==> src/rtl/serdes_bitslip.sv <==
// Serial lane transceiver: rx slice select, edge retiming and deserializer with bitslip,
// plus an independent tx serializer that can be looped back into the rx path.
module serdes_bitslip #(
  parameter int NDIVBY  = 8,
  parameter int LANEW   = 2,
  parameter int NSLICES = 3,
  parameter int WDIVBY  = $clog2(NDIVBY)
) (
  input  logic                       clks,
  input  logic                       reset,
  input  logic [NSLICES*LANEW-1:0]   rx_in,
  input  logic [NDIVBY*LANEW-1:0]    tx_in,
  input  logic [1:0]                 config_rx_sel,
  input  logic                       config_rx_edge_sel,
  input  logic                       config_loopback,
  input  logic                       config_bitslip,
  output logic [NDIVBY*LANEW-1:0]    rx_out,
  output logic                       rx_valid,
  output logic                       tx_load,
  output logic [LANEW-1:0]           tx_out
);

  localparam int WORDW = NDIVBY * LANEW;
  localparam logic [WDIVBY-1:0] LAST = WDIVBY'(NDIVBY - 1);

  logic [1:0]        sel_d;
  logic              edge_d;
  logic              lb_d;
  logic              slip_d;

  logic [LANEW-1:0]  slice;
  logic [LANEW-1:0]  slice_rev;
  logic [LANEW-1:0]  mux_rev;
  logic [LANEW-1:0]  neg_q;
  logic [LANEW-1:0]  neg_d;
  logic [LANEW-1:0]  pos_d;
  logic [LANEW-1:0]  rx_in_d;

  logic [WORDW-1:0]  rx_buffer;
  logic [WORDW-1:0]  tx_buffer;
  logic [WDIVBY-1:0] rx_count;
  logic [WDIVBY-1:0] tx_count;

  always_ff @(posedge clks) begin
    if (reset) begin
      sel_d  <= '0;
      edge_d <= 1'b0;
      lb_d   <= 1'b0;
      slip_d <= 1'b0;
    end else begin
      sel_d  <= config_rx_sel;
      edge_d <= config_rx_edge_sel;
      lb_d   <= config_loopback;
      slip_d <= config_bitslip;
    end
  end

  // Out-of-range selects clamp to the last slice.
  always_comb begin
    int idx;
    idx = int'(sel_d);
    if (idx >= NSLICES) idx = NSLICES - 1;
    slice = '0;
    for (int s = 0; s < NSLICES; s++) begin
      if (idx == s) slice = rx_in[s*LANEW +: LANEW];
    end
    slice_rev = '0;
    for (int i = 0; i < LANEW; i++) slice_rev[i] = slice[LANEW-1-i];
    mux_rev = lb_d ? tx_out : slice_rev;
  end

  // Unreset on purpose: it is flushed through neg_d before reaching rx_buffer.
  always_ff @(negedge clks) begin
    neg_q <= mux_rev;
  end

  always_ff @(posedge clks) begin
    if (reset) begin
      neg_d     <= '0;
      pos_d     <= '0;
      rx_in_d   <= '0;
      rx_buffer <= '0;
      rx_count  <= '0;
      rx_out    <= '0;
      rx_valid  <= 1'b0;
    end else begin
      neg_d     <= neg_q;
      pos_d     <= mux_rev;
      rx_in_d   <= edge_d ? neg_d : pos_d;
      rx_buffer <= {rx_in_d, rx_buffer[WORDW-1:LANEW]};
      rx_valid  <= 1'b0;
      // A slip holds the counter, pushing the word boundary one group later.
      if (!slip_d) begin
        if (rx_count == LAST) begin
          rx_count <= '0;
          rx_out   <= rx_buffer;
          rx_valid <= 1'b1;
        end else begin
          rx_count <= rx_count + WDIVBY'(1);
        end
      end
    end
  end

  always_ff @(posedge clks) begin
    if (reset) begin
      tx_buffer <= '0;
      tx_count  <= '0;
    end else if (tx_count == LAST) begin
      tx_buffer <= tx_in;
      tx_count  <= '0;
    end else begin
      tx_buffer <= {{LANEW{1'b0}}, tx_buffer[WORDW-1:LANEW]};
      tx_count  <= tx_count + WDIVBY'(1);
    end
  end

  assign tx_load = (tx_count == LAST) && !reset;
  assign tx_out  = tx_buffer[LANEW-1:0];

endmodule
==> config.mk <==
export PLATFORM = sky130hd
export DESIGN_NAME = serdes_bitslip
export DESIGN_NICKNAME = d
export VERILOG_FILES = /design/src/rtl/serdes_bitslip.sv
export SDC_FILE = /design/constraint.sdc
export NUM_CORES = 1
export LEC_CHECK = 0
export BUFFER_PORTS_ARGS = -buffer_cell sky130_fd_sc_hd__buf_4
export CORE_MARGIN = 3
export CORE_UTILIZATION = 45
export DETAILED_ROUTE_END_ITERATION = 12
export PLACE_DENSITY = 0.8
export SLEW_MARGIN = 20
export SYNTH_ARGS = -nofsm -noshare
export SYNTH_HDL_FRONTEND = slang
export SYNTH_SLANG_ARGS = --single-unit
==> constraint.sdc <==
create_clock -name clks -period 3.9 [get_ports clks]
set_input_delay 0.195 -clock clks [delete_from_list [all_inputs] [get_ports clks]]
set_output_delay 0.195 -clock clks [all_outputs]
set_load 0.03 [all_outputs]
==> flow_summary.toml, run 1 <==
[clock_network]
cts_hold_buf = 0
htreeDepth = 3
numCtsBuffers = 9
root_buffer = "clkbuf_8"
cts_tree = "done"
cts_setup_buffers = 0
clk_pin_slew_ns = 0.07
clock_sinks = 68
clk_latency_ns = 0.37
ctsResizeCount = 0
cts_buffer_depth = 2

[job]
cap_viol_max_count = 0

[placement]
dp_cells = 320
place_hpwl_microns = 2273
post-place-ws_ns = 0.9064
numPortBuffers = 48
finalWeightedCongestion = 0.6750

[critical_path]
end_kind = "flip-flop"
crit_arrival_ns = 1.27
crit_type = "reg -> reg"
cp.required_ns = 2.20
cp-startpoint = "sel_d[0]"
critPathMaxFanout = 2
cp-start-kind = "flip-flop"
r2r_start = "sel_d[0]"
rrSetupSlack_ns = 0.93

[sta]
worst_slack_ns = 0.9259
finalSetupTns_ns = 0
fin_skew_ns = 0.04745
setup_viol = 0
hold_violations = 0
max_slew_margin_pct = 36.83
slew_viol_final = 0
rsz0062_at_grt = "no"
tightest_slew_ns = 0.9476

[cells_and_area]
drive_gt1_share_pct = 28.89
layout_common_cells = "68 x dfxtp_1, 48 x buf_4, 34 x nand2_1"
final_common_cell = "dfxtp_1"
fillCellCount = 440
n_antenna_cell = 0
area_growth_syn_to_layout_pct = 24.90
nets = 298
final_cells = 337

[min_path]
min_path_type = "in -> reg"
hp-start = "tx_in[14]"

[route]
wl_per_cell_microns = 10.48
routed_wl_microns = 3532
route.detailed.drc = 0
detail_route.iter0.violations = 36
firstDrtPassIters = 4
ant_nets = 0
vias = 1529
viasPerCell = 4.537

[power]
ir_worst_vdd_mv = 0.3152
p_per_area_nw_per_um2 = 492.2
p_leak_nw = 1.152

[global_route]
antenna_found_initial = 0
grt_usage_pct = 12.95
grt_pass1_wl_microns = 5878
grt_pass1_vias = 1379
grt_max_degree = 66
overflow = 0

[synth]
synth_area_per_cell_sq_um = 10.44
yosysWarnings = 0
syn_inst = 220
synth_fp_nets = 253
ys_seq_elements = 68
synth_cell_types = 23
ys_seq_area_share_pct = 59.29
synth_area_sq_um = 2296

[die]
rows = 25
dieArea_sq_um = 5995
core-area_sq_um = 4817
io_pins = 49
initial_core_util_pct = 47.66
dieWidth_microns = 77.43
fp.dieH_microns = 77.43

[run_status]
outcome = "finished clean"
worst paths after layout:
path	cells past startpoint	end
worst max register to register	3	neg_q[1]
worst min-delay path	2	tx_buffer[14]
worst min register to register	1	tx_count[0]
worst max-delay path	3	neg_q[1]
Yosys cell counts (all sizes together):
| library cell | instances | area (sq um) |
|---|---|---|
| a21oi | 19 | 128.9 |
| and2 | 2 | 12.51 |
| buf | 12 | 90.09 |
| clkbuf | 3 | 12.51 |
| dfxtp | 68 | 1361 |
| ha | 4 | 50.05 |
| inv | 2 | 7.510 |
| mux2 | 2 | 22.52 |
| mux2i | 18 | 180.2 |
| nand2 | 36 | 140.1 |
| nand2b | 3 | 18.77 |
| nor2 | 20 | 75.07 |
| nor2b | 25 | 156.4 |
| nor3 | 2 | 10.01 |
| nor3b | 2 | 15.01 |
| o211ai | 2 | 15.01 |
logic make-up after synthesis:
kind of cell	share of synthesized area [%]
compound gates	6.267
simple gates	18.64
buf+inv	4.796
flops	59.29
fa+ha+maj	2.180
mux	8.828
flip-flops by register name (all words and copies together), names as in the netlist, 2 cells and up:
signal     count
rx_out        16
rx_in_d        2
rx_buffer     16
sel_d          2
rx_count       3
neg_d          2
pos_d          2
neg_q          2
tx_buffer     16
tx_count       3
cell type report:
type | instances | area [sq um] | area share, %
flip-flops and latches | 68 | 1361 | 47.47
multi-input cells | 135 | 827.0 | 28.84
repair buffers | 48 | 360.3 | 12.57
clock buffers | 10 | 137.6 | 4.799
clock inverters | 8 | 93.84 | 3.272
well taps | 67 | 83.83 | 2.923
inverters | 1 | 3.754 | 0.1309
worst max-delay path, cell delays in order, from the launching register on:
cell      delay [ns]
dfxtp_1         0.35
mux2_2          0.33
o211ai_1        0.20
nand2_1         0.07
power breakdown:
group	internal (mW)	total, mW	switching [mW]
Sequential	0.711	0.718	0.00736
Combinational	0.0328	0.0555	0.0227
Clock	0.379	0.637	0.258
Total	1.12	1.41	0.288
per-layer routing:
layer | vias up | part of all wire (%) | track usage, %
met5 | - | 0 | 0
met4 | 0 | 1.1 | 6.406
met3 | 4 | 8.2 | 8.237
met2 | 42 | 48 | 19.69
met1 | 691 | 42 | 13.96
li1 | 792 | - | -
per-stage QoR:
step | util (%) | power (mW) | hold slack, ns | cell area (sq um)
finish | 59.53 | 1.411 | 0.06451 | 2868
floorplan | - | 0.7696 | 0.3167 | 2296
global placement | 54.75 | 0.7939 | 0.4002 | 2638
CTS | 59.48 | 1.434 | 0.04220 | 2865
detailed placement | 54.75 | 0.7954 | 0.4020 | 2638
global route | 59.53 | 1.474 | 0.04409 | 2868
Note: power is estimated with default switching activity, not from simulation.
==> inputs of run 2 (changes only) <==
Clock period 3.9 ns to 2.8 ns, I/O delays scaled along.
==> run 2 against run 1 <==
Net effect: clock power increased by 54%; die area unchanged; final cell count increased by 2.4%; count of clock-buffer cells in the layout unchanged; via count increased by 1.6%; first-iteration DRC count increased by 64%; register-to-register slack got worse by 0.57 ns; hold slack got worse by 0.038 ns; core utilization increased by 2.1 points; setup slack got worse by 0.57 ns; critical path depth unchanged; cell area increased by 3.4%.
==> flow_summary.toml, run 2 (synthesis gave the netlist of run 1 again) <==
[cells_and_area]
fillCellCount = 439
nets = 306
drive_gt1_share_pct = 28.78
area_growth_syn_to_layout_pct = 29.21
final_util_pct = 61.58
final_cell_area_sq_um = 2967
reg.largest.list = "rx_buffer: 16 flops, rx_out: 16 flops, tx_buffer: 16 flops"
n_antenna_cell = 0
layout_common_cells = "68 x dfxtp_1, 50 x buf_4, 34 x nand2_1"
final_common_cell = "dfxtp_1"

[sta]
fin_skew_ns = 0.04892
hold_violations = 0
finalSetupTns_ns = 0
setup_viol = 0
max_slew_margin_pct = 53.68
rsz0062_at_grt = "no"
slew_viol_final = 0
tightest_slew_ns = 0.6949

[clock_network]
clk_latency_ns = 0.38
numCtsBuffers = 9
ctsResizeCount = 0
clk_pin_slew_ns = 0.07
cts_tree = "done"
clock_sinks = 68
cts_buffer_depth = 2
root_buffer = "clkbuf_8"
htreeDepth = 3

[run_status]
outcome = "finished clean"

[global_route]
grt_pass1_wl_microns = 6237
overflow = 0
grt_usage_pct = 13.58
grt_max_degree = 66
antenna_found_initial = 0
grt_pass1_vias = 1440

[critical_path]
cp_cell_sequence = "mux2_2 > o211ai_1 > nand2_1"
cp.required_ns = 1.65
end_kind = "flip-flop"
crit_type = "reg -> reg"
crit_slowest_cell = "dfxtp_1"
critPathMaxFanout = 2
slowest_delay_ns = 0.34
crit_arrival_ns = 1.30
cp-start-kind = "flip-flop"

[placement]
numPortBuffers = 48
place_hpwl_microns = 2340
finalWeightedCongestion = 0.6809
postPlaceCellArea_sq_um = 2653

[route]
wl_per_cell_microns = 10.57
route.detailed.drc = 0
routed_wl_microns = 3647
vias = 1553
firstDrtPassIters = 4
viasPerCell = 4.501
detail_route.iter0.violations = 59
ant_nets = 0

[die]
dieArea_sq_um = 5995
core-area_sq_um = 4817
fp.dieH_microns = 77.43
initial_core_util_pct = 47.66
dieWidth_microns = 77.43
io_pins = 49
rows = 25

[power]
p_per_area_nw_per_um2 = 696.4
ir_worst_vdd_mv = 0.3938
p_leak_nw = 1.202

[job]
cap_viol_max_count = 0

[min_path]
min_path_type = "in -> reg"
## run 2: final cells by class
| type | count | area (sq um) | share of cell area (%) |
|---|---|---|---|
| Inverter | 1 | 3.754 | 0.1265 |
| Clock buffer | 10 | 137.6 | 4.639 |
| Multi-Input combinational cell | 135 | 827.0 | 27.88 |
| Tap cell | 67 | 83.83 | 2.826 |
| Timing Repair Buffer | 56 | 435.4 | 14.68 |
| Sequential cell | 68 | 1361 | 45.89 |
| Clock inverter | 8 | 117.6 | 3.965 |
## run 2: worst max-delay path, delay by kind of cell, from the launching register on
family	cells	cell delay, ns
and+or+nand+nor	1	0.10
muxes	1	0.33
AOI/OAI and AO/OA	1	0.19
DFF	1	0.34
## run 2: power by group
group          switching (mW)  internal [mW]
sequential             0.0105          0.990
combinational          0.0338         0.0513
clock                   0.362          0.618
total                   0.406           1.66
## run 2: stage by stage
step	setup slack [ns]	power, mW	hold WS [ns]	std cells
after CTS	0.3564	2.103	0.002205	345
final	0.3556	2.066	0.02637	345
after global placement	0.3678	1.106	0.3452	322
after global routing	0.2670	2.153	0.008160	345
after detailed placement	0.3459	1.109	0.3446	322
after floorplan	0.4030	1.072	0.2617	220
## run 2: layer usage
metal	global-route usage, %	routed length [microns]	vias to the layer above
li1	-	-	808
met2	21.50	1717	43
met3	7.889	296	7
met5	0	0	-
met4	6.406	78	0
met1	14.50	1555	695
## run 2: what timing repair did
action,4_1_cts,5_1_grt
hold endpoints to repair,6,0
buffers inserted,0,0
hold buffers,6,0
## run 2: final timing paths
path / startpoint / endpoint / slack (ns) / cells after the start
hold reg to reg: tx_count[0] / tx_count[0] / 0.43 / 1
hold / removal: config_rx_sel[0] / sel_d[0] / 0.03 / 2
setup reg to reg: sel_d[0] / neg_q[1] / 0.36 / 3
setup / recovery: sel_d[0] / neg_q[1] / 0.36 / 3
==> inputs of run 3 (changes only) <==
Settings changed: PLACE_DENSITY 0.8 to 0.68.
==> run 3 against run 2 <==
Net effect: die area is the same; setup slack lost 0.051 ns; sequential share of layout area grew 2.7 points; critical path depth is the same; combinational power shrank 6.8%; cell area shrank 5.6%; register-to-register slack lost 0.05 ns; sequential power is essentially flat; core utilization shrank 3.4 points; largest cell class unchanged.
==> flow_summary.toml, run 3 (synthesis gave the netlist of run 1 again) <==
[power]
p_leak_nw = 1.129
pwr-share-comb_pct = 4.6
switching_power_mw = 0.3590
swShare_pct = 20.79
ir_worst_vdd_mv = 0.4089
p_clk_share_pct = 37.4
pwr-share-seq_pct = 58.0
power.internal_mw = 1.367
p_per_area_nw_per_um2 = 616.3

[cells_and_area]
drive_gt1_share_pct = 27.24
final_cells = 335
layout_common_cells = "68 x dfxtp_1, 50 x buf_4, 34 x nand2_1"
n_antenna_cell = 0
reg.largest.list = "rx_buffer: 16 flops, rx_out: 16 flops, tx_buffer: 16 flops"
area_growth_syn_to_layout_pct = 22.02
nets = 300
final_common_cell = "dfxtp_1"
final_cell_area_sq_um = 2801

[critical_path]
cp-start-kind = "flip-flop"
worstRegToRegCells = 3
cp.required_ns = 1.65
r2r-end = "neg_q[0]"
end_kind = "flip-flop"
endpoint = "neg_q[0]"
cp-startpoint = "sel_d[0]"
critPathMaxFanout = 2
crit_arrival_ns = 1.34
crit_type = "reg -> reg"
rrSetupSlack_ns = 0.30
r2r_start = "sel_d[0]"

[die]
io_pins = 49
dieWidth_microns = 77.43
fp.dieH_microns = 77.43
core-area_sq_um = 4817
initial_core_util_pct = 47.66
rows = 25
dieArea_sq_um = 5995

[clock_network]
clock_sinks = 68
cts_buffer_depth = 2
clk_pin_slew_ns = 0.06
cts_tree = "done"
cts_hold_buf = 0
numCtsBuffers = 9
ctsResizeCount = 0
cts_setup_buffers = 0
root_buffer = "clkbuf_8"
htreeDepth = 3
clk_latency_ns = 0.37

[placement]
finalWeightedCongestion = 0.7399
place_hpwl_microns = 2253
postPlaceCellArea_sq_um = 2653
dp_cells = 322
numPortBuffers = 48

[route]
route.detailed.drc = 0
viasPerCell = 4.573
routed_wl_microns = 3617
vias = 1532
firstDrtPassIters = 4
wl_per_cell_microns = 10.80
detail_route.iter0.violations = 70
ant_nets = 0

[sta]
hold_violations = 0
max_slew_margin_pct = 52.14
whs_ns = 0.02176
slew_viol_final = 0
tightest_slew_ns = 0.7179
rsz0062_at_grt = "no"
finalSetupTns_ns = 0
fin_skew_ns = 0.05162
setup_viol = 0

[global_route]
grt_pass1_vias = 1487
grt_max_degree = 66
overflow = 0
grt_pass1_wl_microns = 6210
antenna_found_initial = 0
grt_usage_pct = 13.28

[min_path]
min_path_type = "in -> reg"

[run_status]
outcome = "finished clean"

[job]
cap_viol_max_count = 0
run 3: metrics by stage:
stage | worst slack [ns] | total power, mW | util (%)
final | 0.3047 | 1.727 | 58.16
after global routing | 0.2380 | 1.801 | 58.16
after CTS | 0.3099 | 1.749 | 58.16
after detailed placement | 0.3135 | 1.109 | 55.06
after global placement | 0.3739 | 1.107 | 55.06
after floorplan | 0.4030 | 1.072 | -
run 3: layout make-up:
| type | instances | area (sq um) |
|---|---|---|
| Fill cell | 453 | 2016 |
| Clock inverter | 2 | 7.507 |
| Timing Repair Buffer | 50 | 375.4 |
| Clock buffer | 12 | 145.1 |
| Inverter | 1 | 3.754 |
| Multi-Input combinational cell | 135 | 824.5 |
| Tap cell | 67 | 83.83 |
| Sequential cell | 68 | 1361 |
run 3: worst min path at each step:
stage | start | to | slack [ns] | cells past startpoint
2_1_floorplan | tx_in[14] | tx_buffer[14] | 0.26 | 1
3_5_place_dp | tx_in[15] | tx_buffer[15] | 0.35 | 2
3_3_place_gp | tx_in[15] | tx_buffer[15] | 0.35 | 2
4_1_cts | tx_in[15] | tx_buffer[15] | 0.002 | 2
5_1_grt | tx_in[15] | tx_buffer[15] | 0.01 | 2
6_report | tx_in[15] | tx_buffer[15] | 0.02 | 2
run 3: routing by layer:
| metal | vias to the layer above | routed length, microns | share of wire (%) | track usage, % |
|---|---|---|---|---|
| li1 | 793 | - | - | - |
| met1 | 698 | 1724 | 48 | 15.54 |
| met2 | 34 | 1629 | 45 | 20.55 |
| met3 | 7 | 181 | 5.0 | 3.944 |
| met4 | 0 | 82 | 2.3 | 9.786 |
| met5 | - | 0 | 0 | 0 |
run 3: critical path, cell delays in order, from the launching register on:
cell and delay, ns:
dfxtp_1 0.35, mux2_2 0.35, o211ai_1 0.22, nand2_1 0.10
run 3: power groups by stage:
stage	clock network, mW	logic [mW]	registers (mW)
after global placement	0.00671	0.0778	1.02
final	0.646	0.0793	1.00
after CTS	0.667	0.0805	1.00
after floorplan	0.00671	0.0450	1.02
after global routing	0.707	0.0901	1.00
after detailed placement	0.00671	0.0800	1.02
